## config.mk

```make
export PLATFORM = sky130hd
export DESIGN_NAME = display_mux_n_flat
export DESIGN_NICKNAME = d
export VERILOG_FILES = /design/src/rtl/display_mux_n_if.sv /design/src/rtl/display_mux_n.sv /design/src/flat_wrapper.sv
export SDC_FILE = /design/constraint.sdc
export NUM_CORES = 1
export LEC_CHECK = 0
export CAP_MARGIN = 20
export CELL_PAD_IN_SITES_DETAIL_PLACEMENT = 1
export CELL_PAD_IN_SITES_GLOBAL_PLACEMENT = 2
export CORE_ASPECT_RATIO = 1.25
export CORE_MARGIN = 5
export CORE_UTILIZATION = 40
export CTS_CLUSTER_DIAMETER = 200
export CTS_CLUSTER_SIZE = 30
export DETAILED_ROUTE_END_ITERATION = 7
export DONT_BUFFER_PORTS = 1
export PLACE_DENSITY = 0.93
export SKIP_LAST_GASP = 1
export SYNTH_ARGS = -nofsm -noshare
export SYNTH_HDL_FRONTEND = slang
export SYNTH_SLANG_ARGS = --single-unit
```

## constraint.sdc

```tcl
create_clock -name clk -period 3.5 [get_ports clk]
set_input_delay 0.7 -clock clk [delete_from_list [all_inputs] [get_ports clk]]
set_output_delay 0.7 -clock clk [all_outputs]
set_load 0.03 [all_outputs]
```

## src/rtl/display_mux_n_if.sv

```systemverilog
// Bus between SoC display registers and the multiplexed 7-segment scanner.
// Master drives the display request; slave (the scanner) returns pin-level outputs.
interface display_mux_n_if #(
  parameter int unsigned NUM_DIGITS = 4
);
  logic                      enable;
  logic [4*NUM_DIGITS-1:0]   data;
  logic [NUM_DIGITS-1:0]     dp;
  logic [NUM_DIGITS-1:0]     blank;
  logic [3:0]                brightness;
  logic [NUM_DIGITS-1:0]     anode;
  logic [7:0]                cathode;
  logic                      frame_tick;

  modport master (
    output enable, data, dp, blank, brightness,
    input  anode, cathode, frame_tick
  );

  modport slave (
    input  enable, data, dp, blank, brightness,
    output anode, cathode, frame_tick
  );
endinterface

```

## src/rtl/display_mux_n.sv

```systemverilog
// Multiplexed common-anode 7-segment scanner: hex decode, dp/blank, 4-bit PWM, frame shadowing.
// Optional leading-zero suppression when DISPLAY_MUX_LEADING_ZERO_BLANK_EN is defined.
module display_mux_n #(
  parameter int unsigned NUM_DIGITS    = 4,
  parameter int unsigned REFRESH_COUNT = 100000
) (
  input logic            clk,
  input logic            reset,
  display_mux_n_if.slave bus
);

  localparam int unsigned CntW = $clog2(REFRESH_COUNT);
  localparam int unsigned IdxW = (NUM_DIGITS > 1) ? $clog2(NUM_DIGITS) : 1;

  logic [CntW-1:0]         cnt_q;
  logic [3:0]              pwm_q;
  logic [IdxW-1:0]         idx_q;
  logic [4*NUM_DIGITS-1:0] sh_data_q;
  logic [NUM_DIGITS-1:0]   sh_dp_q;
  logic [NUM_DIGITS-1:0]   sh_blank_q;
  logic [NUM_DIGITS-1:0]   anode_q;
  logic [7:0]              cathode_q;
  logic                    frame_tick_q;

  logic [3:0]              sel_nib;
  logic                    sel_dp;
  logic                    sel_blank;
  logic                    sel_sup;
  logic                    lit;
  logic [6:0]              seg;
  logic [NUM_DIGITS-1:0]   anode_d;
  logic [7:0]              cathode_d;

  // Segments {G,F,E,D,C,B,A}, active low.
  function automatic logic [6:0] decode(input logic [3:0] nib);
    logic [6:0] s;
    case (nib)
      4'h0:    s = 7'h40;
      4'h1:    s = 7'h79;
      4'h2:    s = 7'h24;
      4'h3:    s = 7'h30;
      4'h4:    s = 7'h19;
      4'h5:    s = 7'h12;
      4'h6:    s = 7'h02;
      4'h7:    s = 7'h78;
      4'h8:    s = 7'h00;
      4'h9:    s = 7'h10;
      4'hA:    s = 7'h08;
      4'hB:    s = 7'h03;
      4'hC:    s = 7'h46;
      4'hD:    s = 7'h21;
      4'hE:    s = 7'h06;
      default: s = 7'h0E;
    endcase
    return s;
  endfunction

`ifdef DISPLAY_MUX_LEADING_ZERO_BLANK_EN
  logic [NUM_DIGITS-1:0] suppress;

  // Digit i>0 goes dark when it and every higher digit is zero with no dp set.
  always_comb begin
    suppress = '0;
    for (int i = 1; i < NUM_DIGITS; i++) begin
      suppress[i] = 1'b1;
      for (int j = 0; j < NUM_DIGITS; j++) begin
        if (j >= i && (sh_data_q[4*j +: 4] != 4'h0 || sh_dp_q[j])) begin
          suppress[i] = 1'b0;
        end
      end
    end
  end
`endif

  always_comb begin
    sel_nib   = 4'h0;
    sel_dp    = 1'b0;
    sel_blank = 1'b0;
    sel_sup   = 1'b0;
    for (int i = 0; i < NUM_DIGITS; i++) begin
      if (idx_q == IdxW'(i)) begin
        sel_nib   = sh_data_q[4*i +: 4];
        sel_dp    = sh_dp_q[i];
        sel_blank = sh_blank_q[i];
`ifdef DISPLAY_MUX_LEADING_ZERO_BLANK_EN
        sel_sup   = suppress[i];
`endif
      end
    end
  end

  always_comb begin
    lit       = bus.enable && !sel_blank && !sel_sup && (pwm_q < bus.brightness);
    seg       = decode(sel_nib);
    cathode_d = lit ? {~sel_dp, seg} : 8'hFF;
    anode_d   = '1;
    for (int i = 0; i < NUM_DIGITS; i++) begin
      if (lit && idx_q == IdxW'(i)) begin
        anode_d[i] = 1'b0;
      end
    end
  end

  always_ff @(posedge clk) begin
    if (reset) begin
      cnt_q        <= '0;
      pwm_q        <= 4'h0;
      idx_q        <= '0;
      sh_data_q    <= '0;
      sh_dp_q      <= '0;
      sh_blank_q   <= '0;
      anode_q      <= '1;
      cathode_q    <= 8'hFF;
      frame_tick_q <= 1'b0;
    end else if (!bus.enable) begin
      // Held at zero so re-enable starts at digit 0 with a full slot.
      cnt_q        <= '0;
      pwm_q        <= 4'h0;
      idx_q        <= '0;
      anode_q      <= '1;
      cathode_q    <= 8'hFF;
      frame_tick_q <= 1'b0;
    end else begin
      pwm_q        <= pwm_q + 4'h1;
      frame_tick_q <= 1'b0;
      anode_q      <= anode_d;
      cathode_q    <= cathode_d;
      if (cnt_q == CntW'(REFRESH_COUNT - 1)) begin
        cnt_q <= '0;
        if (idx_q == IdxW'(NUM_DIGITS - 1)) begin
          idx_q        <= '0;
          frame_tick_q <= 1'b1;
          sh_data_q    <= bus.data;
          sh_dp_q      <= bus.dp;
          sh_blank_q   <= bus.blank;
        end else begin
          idx_q <= idx_q + IdxW'(1);
        end
      end else begin
        cnt_q <= cnt_q + CntW'(1);
      end
    end
  end

  assign bus.anode      = anode_q;
  assign bus.cathode    = cathode_q;
  assign bus.frame_tick = frame_tick_q;

endmodule

```

## src/flat_wrapper.sv

```systemverilog
// flat-port wrapper written by rule: the top's interface ports become plain ports
module display_mux_n_flat 
#(
  parameter int unsigned NUM_DIGITS    = 4,
  parameter int unsigned REFRESH_COUNT = 100000
)
  (clk, reset, bus_enable, bus_data, bus_dp, bus_blank, bus_brightness, bus_anode, bus_cathode, bus_frame_tick);
  display_mux_n_if #(.NUM_DIGITS(NUM_DIGITS)) bus_i ();
  input logic clk;
  input logic reset;
  input wire logic [$bits(bus_i.enable)-1:0] bus_enable;
  input wire logic [$bits(bus_i.data)-1:0] bus_data;
  input wire logic [$bits(bus_i.dp)-1:0] bus_dp;
  input wire logic [$bits(bus_i.blank)-1:0] bus_blank;
  input wire logic [$bits(bus_i.brightness)-1:0] bus_brightness;
  output wire logic [$bits(bus_i.anode)-1:0] bus_anode;
  output wire logic [$bits(bus_i.cathode)-1:0] bus_cathode;
  output wire logic [$bits(bus_i.frame_tick)-1:0] bus_frame_tick;
  assign bus_i.enable = bus_enable;
  assign bus_i.data = bus_data;
  assign bus_i.dp = bus_dp;
  assign bus_i.blank = bus_blank;
  assign bus_i.brightness = bus_brightness;
  assign bus_anode = bus_i.anode;
  assign bus_cathode = bus_i.cathode;
  assign bus_frame_tick = bus_i.frame_tick;
  display_mux_n #(.NUM_DIGITS(NUM_DIGITS), .REFRESH_COUNT(REFRESH_COUNT)) u_core (.clk(clk), .reset(reset), .bus(bus_i));
endmodule
```

# After elaboration in Yosys (flattened, before gate mapping)
# Memories as Yosys holds them, arrays and structs flattened. A register that Yosys moved wholly into a read port is not among the register bits.
# Cells that the tools add are included.
[word_totals] output_inout_bits=13 romBits=112 elab_cells=53 regBits=60 memories=1
[op_classes] mux=18 add_sub_neg=3 eq_ne=4 magnitude_cmp=1 n_bitwise=4 n_reduce_logical=13
[mem_list] memory="(name not given)" depth=16 word_bits=7 rd=1 rd_clocked_by_memory_dff=1 write_ports=0 line_no="display_mux_n.sv:37" rtl="case (nib)"
[ops] cell="$add 17x1->17 const B" count=1
[ops] cell="$eq 17x17->1 const B" count=1
[ops] cell="$mux 4" count=4
[ops] cell="$mux 1" count=13
[ops] cell="$reduce_or 3->1" count=3
[ops] cell="$logic_and 1x1->1" count=6
[ops] cell="$add 4x1->4 const B" count=1
[ops] cell="$eq 2x2->1 const B" count=2
[ops] cell="$lt 4x4->1" count=1
[ops] cell="$not 1->1" count=4
[ops] cell="$reduce_and 3->1" count=1
[ops] cell="$add 2x1->2 const B" count=1
[ops] cell="$eq 2x1->1 const B" count=1
[ops] cell="$logic_not 2->1" count=1
[ops] cell="$mux 2" count=1
[ops] cell="$reduce_or 2->1" count=1
[ops] cell="$logic_not 1->1" count=1

# Longest topological paths before layout
# Gate-level depths: netlist (run 1).
[logic_depth] word_depth=10 ltp_mapped=11

# Worst setup path before layout (run 1)
# Ideal clock, no wire load.
[synth_path] path_kind="reg2reg" from="reg u_core.idx_q[1]" to="reg u_core.cathode_q[3], in the netlist u_core.bus.cathode[3]" setup_ns=0.121 path_slack_ns=1.375 t_required_ns=3.379 path_stages_with_launch=11 t_arrival_ns=2.004 path_buffers=1 path_cell_list="dfxtp_1 -> inv_1 -> ha_1 -> buf_2 -> nand3b_1 -> a31oi_1 -> inv_1 -> ha_1 -> nor2_1 -> a211oi_1 -> o21ai_1"
[synth_between] elab_chain_cells=10 elab_cells_between_ends=17 cone_classes="eq/ne: 3; mux: 8; bitwise: 1; reduce/logical: 5"
[synth_lines] element="from (decl)" line_no="display_mux_n.sv:17" rtl="logic [IdxW-1:0] idx_q;"
[synth_lines] element="from (signal assigned)" line_no="display_mux_n.sv:137" rtl="idx_q <= idx_q + IdxW'(1);"
[synth_lines] element="$logic_not 2->1" line_no="display_mux_n.sv:81" rtl="if (idx_q == IdxW'(i)) begin"
[synth_lines] element="$mux 1 (4 in series)" line_no="display_mux_n.sv:81"
[synth_lines] element="$logic_not 1->1" line_no="display_mux_n.sv:93" rtl="lit = bus.enable && !sel_blank && !sel_sup && (pwm_q < bus.brightness);"
[synth_lines] element="$logic_and 1x1->1 (2 in series)" line_no="display_mux_n.sv:93"
[synth_lines] element="$not 1->1 (no source line)"
[synth_lines] element="$reduce_or 3->1 (no source line)"
[synth_lines] element="to (decl)" line_no="display_mux_n.sv:22" rtl="logic [7:0] cathode_q;"
# Several ways; a longest one is shown, not always the timed one.
# A chain may end at the register's enable or synchronous reset.

# Final worst setup path (run 1)
[layout_path] from="reg u_core.idx_q[0]" to="reg u_core.cathode_q[3], in the netlist u_core.bus.cathode[3]"
# The elaborated chain is that of the path after synthesis.

==> qor.yml, run 1 <==
drive_gt1_frac: 0.07430
clockBufferDepth: 2
startpoint: "u_core.idx_q[0]"
power_leakage_uw: 0.001034
hold_viol: 0
die_h_um: 102.7
io_pins: 44
cts_inserted_buffers: 9
synth.most_common_cell: "nand2_1"
postCtsHoldBufs: 0
synth_xor_area_frac: 0.05419
fmax_ghz: 0.3870
cts_sinks: 60
power_uw: 1259
cts_resized: 0
synth_area_leaders: "dfxtp_1 44%, nand2_1 11%, ha_1 6.8%"
antenna_cells: 0
grt_start_max_net_pins: 28
clk_pin_slew_ps: 60
synthAdderAreaFrac: 0.06831
synth_ff_type: "dfxtp_1"
placed_cells: 394
firstDrtPassIters: 4
hpwl_um: 4532
slew_headroom: 0.4633
drc_errors: 0
cts-htree-levels: 3
start_kind: "flop"
clkLatencyLatePin_ps: 340
core-area_um2: 6648
synthMuxAreaShare: 0.01457
detail-route-antenna-nets: 0
final_cell_area_um2: 2953
synth_edf_count: 0
synth.distinct_cells: 47
n_fill_cell: 792
start_util: 0.4133
worstMarginPinSlew_ps: 805.0
yosysSeqAreaShare: 0.4372
rows: 33
synth_top_family_by_area: "simple AND/OR/NAND/NOR gates"
routed_wl_um: 6269
stdcell_count: 410
power_density_nw_per_um2: 426.3
maxSlewViolCount: 0
syn_nets: 365
fin_crit_ps: 2584
viasPerCell: 5.178
yosysTopAreaCell: "dfxtp_1"
nNetsFinal: 364
maxCapViolations: 0
cts_root_buf: "clkbuf_8"
hp-class: "in2reg"
grt_pass1_wl_um: 10700
required_ps: 3710
syn_area_per_cell_um2: 8.613
setup_violations: 0
ys_async_sr_fraction: 0
rsz0062_at_grt: "false"
peakVddDrop_mv: 0.2675
dr.first_iter.drc_count: 57
critPathCaptureType: "flop"
dieArea_um2: 8637
cp_max_fo: 15
fin_tns_setup_ps: 0
post_cts_buffers: 0
skew_ps: 5.162
post-route-period-util: 0.7382
die_w_um: 84.13
gp_congestion: 0.8150
synth-simple-area-share: 0.2587
reg2reg_from: "u_core.idx_q[0]"
status: "complete, no violations"
path_class: "reg2reg"
syn2layout_area_growth_pct: 7.468
synthTopCellsByCount: "77 x nand2_1, 60 x dfxtp_1, 32 x a21oi_1, 25 x nor2_1, 15 x ha_1"
yosysWarnings: 0
postSynthCellCount: 319
cts_tree: "done"
area.sequential_um2: 1201
synth_top_area_frac: 0.4372
antenna_found_initial: 0
multi_input_area_um2: 1438
synth-compound-area-share: 0.1275
synth_area_um2: 2748
grt-ovfl-total: 0
dpl-instance-area_um2: 2785
track_usage: 0.1592
wl_per_cell_um: 15.29
vias: 2123
hp-start: "reset"
port_buffers: 0
synth_seq_cells: 60
cp.arrival_ps: 2790
first_global_vias: 2233
## report_power, final
part | switching, µW | internal, µW
Combinational | 11.4 | 6.85
Clock | 269 | 268
Sequential | 13.9 | 690
## cell families after synthesis
kind of cell               Yosys count
xor gates and xnor gates            17
DFF                                 60
buffers and inverters               21
adders and majority gates           15
AOI/OAI and AO/OA                   54
muxes                                4
and+or+nand+nor                    148
## critical path, cell delays in order, from the launching register on
cell and delay [ps]:
dfxtp_1 400, ha_1 510, nor2_1 220, a31oi_1 380, inv_1 210, ha_1 360, nor2_1 60, a211oi_1 240
o21ai_1 80
## cell type report
type                            instances  area share
Multi-Input combinational cell        238      0.4869
Sequential cell                        60      0.4068
Clock buffer                           10     0.04661
Tap cell                               87     0.03686
Clock inverter                          6     0.01017
Inverter                                8     0.01017
Timing Repair Buffer                    1    0.002542
## flip-flops by register name, summed over array words and instances (netlist names)
name	flops
u_core.pwm_q	4
u_core.bus.cathode	8
u_core.sh_dp_q	4
u_core.sh_data_q	16
u_core.cnt_q	17
u_core.sh_blank_q	4
u_core.idx_q	2
u_core.bus.frame_tick	1
u_core.bus.anode	4
## cells in the final DEF, fill, tap and decap left out, types with 2 or more instances in the layout
master / Yosys / routed
a21oi_1: 32 / 32
or3_1: 2 / 2
nor2b_1: 3 / 3
nand2b_1: 3 / 3
nand4_1: 3 / 3
and4_1: 3 / 3
clkbuf_8: 0 / 10
o21ai_1: 2 / 2
and3_1: 4 / 4
ha_1: 15 / 15
dfxtp_1: 60 / 60
nand3b_1: 5 / 5
clkinv_2: 0 / 6
nand3_1: 10 / 10
nor3b_1: 3 / 3
mux2i_1: 4 / 4
xnor2_1: 4 / 4
o21ai_0: 4 / 4
o221ai_1: 3 / 3
xor2_1: 13 / 13
inv_1: 8 / 8
a211oi_1: 2 / 2
nand2_1: 77 / 77
nor2_1: 25 / 25
## path summary, 6_finish.rpt
path                                               to  cells after the start  slack, ps
worst min register to register    u_core.sh_data_q[0]                      2        450
worst min-delay path              u_core.sh_data_q[0]                      1        420
worst max-delay path            u_core.bus.cathode[3]                      8        920
worst max register to register  u_core.bus.cathode[3]                      8        920
## through the flow
step	utilization	hold slack (ps)	setup WS, ps
5_1_grt	0.4442	394.4	685.0
3_3_place_gp	0.4190	438.1	1105
6_report	0.4442	420.7	916.1
2_1_floorplan	-	425.2	1375
4_1_cts	0.4442	401.9	915.6
3_5_place_dp	0.4190	443.1	932.1
## metal layers
metal  up-vias  routed length (µm)  global-route usage  part of all wire
met3        12                 322             0.05276             0.051
met5         -                   0                   0                 0
met4         0                 127             0.08540             0.020
met2        36                3128              0.2758              0.50
met1       992                2690              0.1734              0.43
li1       1083                   -                   -                 -
(Power assumes the default switching activity.)
==> run 2, diff against run 1 <==
--- a/config.mk
+++ b/config.mk
@@ -10,12 +10,12 @@
 export CELL_PAD_IN_SITES_GLOBAL_PLACEMENT = 2
 export CORE_ASPECT_RATIO = 1.25
 export CORE_MARGIN = 5
-export CORE_UTILIZATION = 40
+export CORE_UTILIZATION = 37
 export CTS_CLUSTER_DIAMETER = 200
 export CTS_CLUSTER_SIZE = 30
 export DETAILED_ROUTE_END_ITERATION = 7
 export DONT_BUFFER_PORTS = 1
-export PLACE_DENSITY = 0.93
+export PLACE_DENSITY = 0.87
 export SKIP_LAST_GASP = 1
 export SYNTH_ARGS = -nofsm -noshare
 export SYNTH_HDL_FRONTEND = slang
==> constraint.sdc (replaced) <==
create_clock -name clk -period 2.7 [get_ports clk]
set_input_delay 0.54 -clock clk [delete_from_list [all_inputs] [get_ports clk]]
set_output_delay 0.54 -clock clk [all_outputs]
set_load 0.03 [all_outputs]
==> run 2 against run 1 <==
  * Highest routed layer unchanged
  * Total power up 50%
  * Cell count up 1.7%
  * Setup slack worse by 610 ps
  * Design area up 2.9%
  * Critical path depth up 1
  * Count of clock-buffer cells in the layout up 1
  * Fmax up 8.0%
  * Global-route usage down 1.3 points
  * Critical path type unchanged
  * Worst hold slack worse by 150 ps
  * Non-clock buffer count up 2
  * Clock skew up 2.1 ps
==> qor.yml, run 2 (synthesis gave the netlist of run 1 again) <==
io_pins: 44
largest_reg_flops: 17
cts-htree-levels: 3
maxSlewViolCount: 0
hp-start: "reset"
die_w_um: 87.08
clkLatencyLatePin_ps: 330
fin_tns_setup_ps: 0
rsz0062_at_grt: "false"
wl_per_cell_um: 15.27
port_buffers: 0
nNetsFinal: 366
drive_gt1_frac: 0.07385
fin_util: 0.4154
top_register: "u_core.cnt_q"
drc_errors: 0
gp_congestion: 0.7972
hold_viol: 0
post-route-period-util: 0.8858
ff2ff_setup_slack_ps: 310
syn2layout_area_growth_pct: 10.56
hp-class: "in2reg"
core-area_um2: 7313
peakVddDrop_mv: 0.3266
critPathCaptureType: "flop"
skew_ps: 7.275
postCtsHoldBufs: 0
vias: 2144
cts_root_buf: "clkbuf_8"
stdcell_count: 417
slew_headroom: 0.4554
cp_slowest_cell: "a31oi_1"
cts_tree: "done"
cts_resized: 0
die_h_um: 106.3
dieArea_um2: 9260
cts_sinks: 60
n_fill_cell: 858
worstRegToRegCells: 9
required_ps: 2910
r2r-end: "u_core.bus.cathode[3]"
hpwl_um: 4814
startpoint: "u_core.idx_q[0]"
cp_max_fo: 11
endpoint: "u_core.bus.cathode[3]"
antenna_found_initial: 0
start_kind: "flop"
post_cts_buffers: 0
worstMarginPinSlew_ps: 817.0
power_leakage_uw: 0.001066
setup_violations: 0
clk_pin_slew_ps: 70
grt-ovfl-total: 0
maxCapViolations: 0
clockBufferDepth: 2
cp.arrival_ps: 2600
placed_cells: 401
fin_crit_ps: 2392
dr.first_iter.drc_count: 125
cts_inserted_buffers: 9
fmax_ghz: 0.4181
routed_wl_um: 6369
power_density_nw_per_um2: 623.2
final_cell_mix: "77 x nand2_1, 60 x dfxtp_1, 32 x a21oi_1, 25 x nor2_1, 15 x ha_1"
critPathMaxStageDelay_ps: 390
power_uw: 1893
first_global_vias: 2182
path_cells: "inv_1, ha_1, nor2_1, a31oi_1, inv_1, ha_1, nor2_1, a211oi_1, o21ai_1"
start_util: 0.3757
path_class: "reg2reg"
track_usage: 0.1459
antenna_cells: 0
rows: 35
final_common_cell: "nand2_1"
grt_start_max_net_pins: 28
status: "complete, no violations"
detail-route-antenna-nets: 0
grt_pass1_wl_um: 10470
viasPerCell: 5.141
firstDrtPassIters: 4
reg2reg_from: "u_core.idx_q[0]"
## run 2: changes by cell type in the layout (fill, tap and decap cells not counted)
cell,before,now
buf_4,1,3
bufinv_16,0,3
clkbuf_1,0,2
clkbuf_8,10,9
clkinv_2,6,2
## run 2: worst min path at each step
stage                               end  slack [ps]  cells after the start
detailed placement    u_core.sh_dp_q[3]         450                      2
finish              u_core.sh_data_q[3]         270                      1
global route        u_core.sh_data_q[6]         240                      1
floorplan               u_core.pwm_q[0]         430                      1
global placement    u_core.sh_data_q[9]         440                      2
CTS                 u_core.sh_data_q[3]         250                      1
## run 2: final cells by class
type | count | area (µm²) | area share
Clock buffer | 11 | 131.4 | 0.04325
Sequential cell | 60 | 1201 | 0.3954
Inverter | 8 | 30.03 | 0.009885
Timing Repair Buffer | 3 | 22.52 | 0.007414
Tap cell | 92 | 115.1 | 0.03789
Multi-Input combinational cell | 238 | 1438 | 0.4732
Clock inverter | 5 | 100.1 | 0.03295
## run 2: metal layers
| metal | GRT usage | vias to the layer above | wire length, µm |
|---|---|---|---|
| met1 | 0.1569 | 1027 | 2592 |
| met4 | 0.05345 | 0 | 85 |
| met3 | 0.04961 | 6 | 315 |
| met2 | 0.2590 | 27 | 3374 |
| li1 | - | 1084 | - |
| met5 | 0 | - | 0 |
## run 2: through the flow
step / instance area (µm²) / hold WS (ps) / setup slack [ps]
final: 3038 / 266.3 / 308.3
after global routing: 3038 / 240.7 / 26.67
after CTS: 3038 / 249.1 / 270.6
after detailed placement: 2806 / 445.1 / 280.9
after global placement: 2806 / 437.7 / 369.2
after floorplan: 2748 / 425.2 / 574.7
## run 2: power breakdown
part           switching (µW)  leakage [µW]  internal (µW)  total, µW
Combinational            13.8      0.000463           8.73       22.5
Clock                     348      0.000117            611        959
Sequential               17.6      0.000486            894        912
## run 2: critical path: cells and delay by family (launching register included)
family / cells / cell delay (ps)
fa+ha+maj: 2 / 710
compound gates: 3 / 670
flops: 1 / 350
buf+inv: 2 / 280
simple gates: 2 / 260
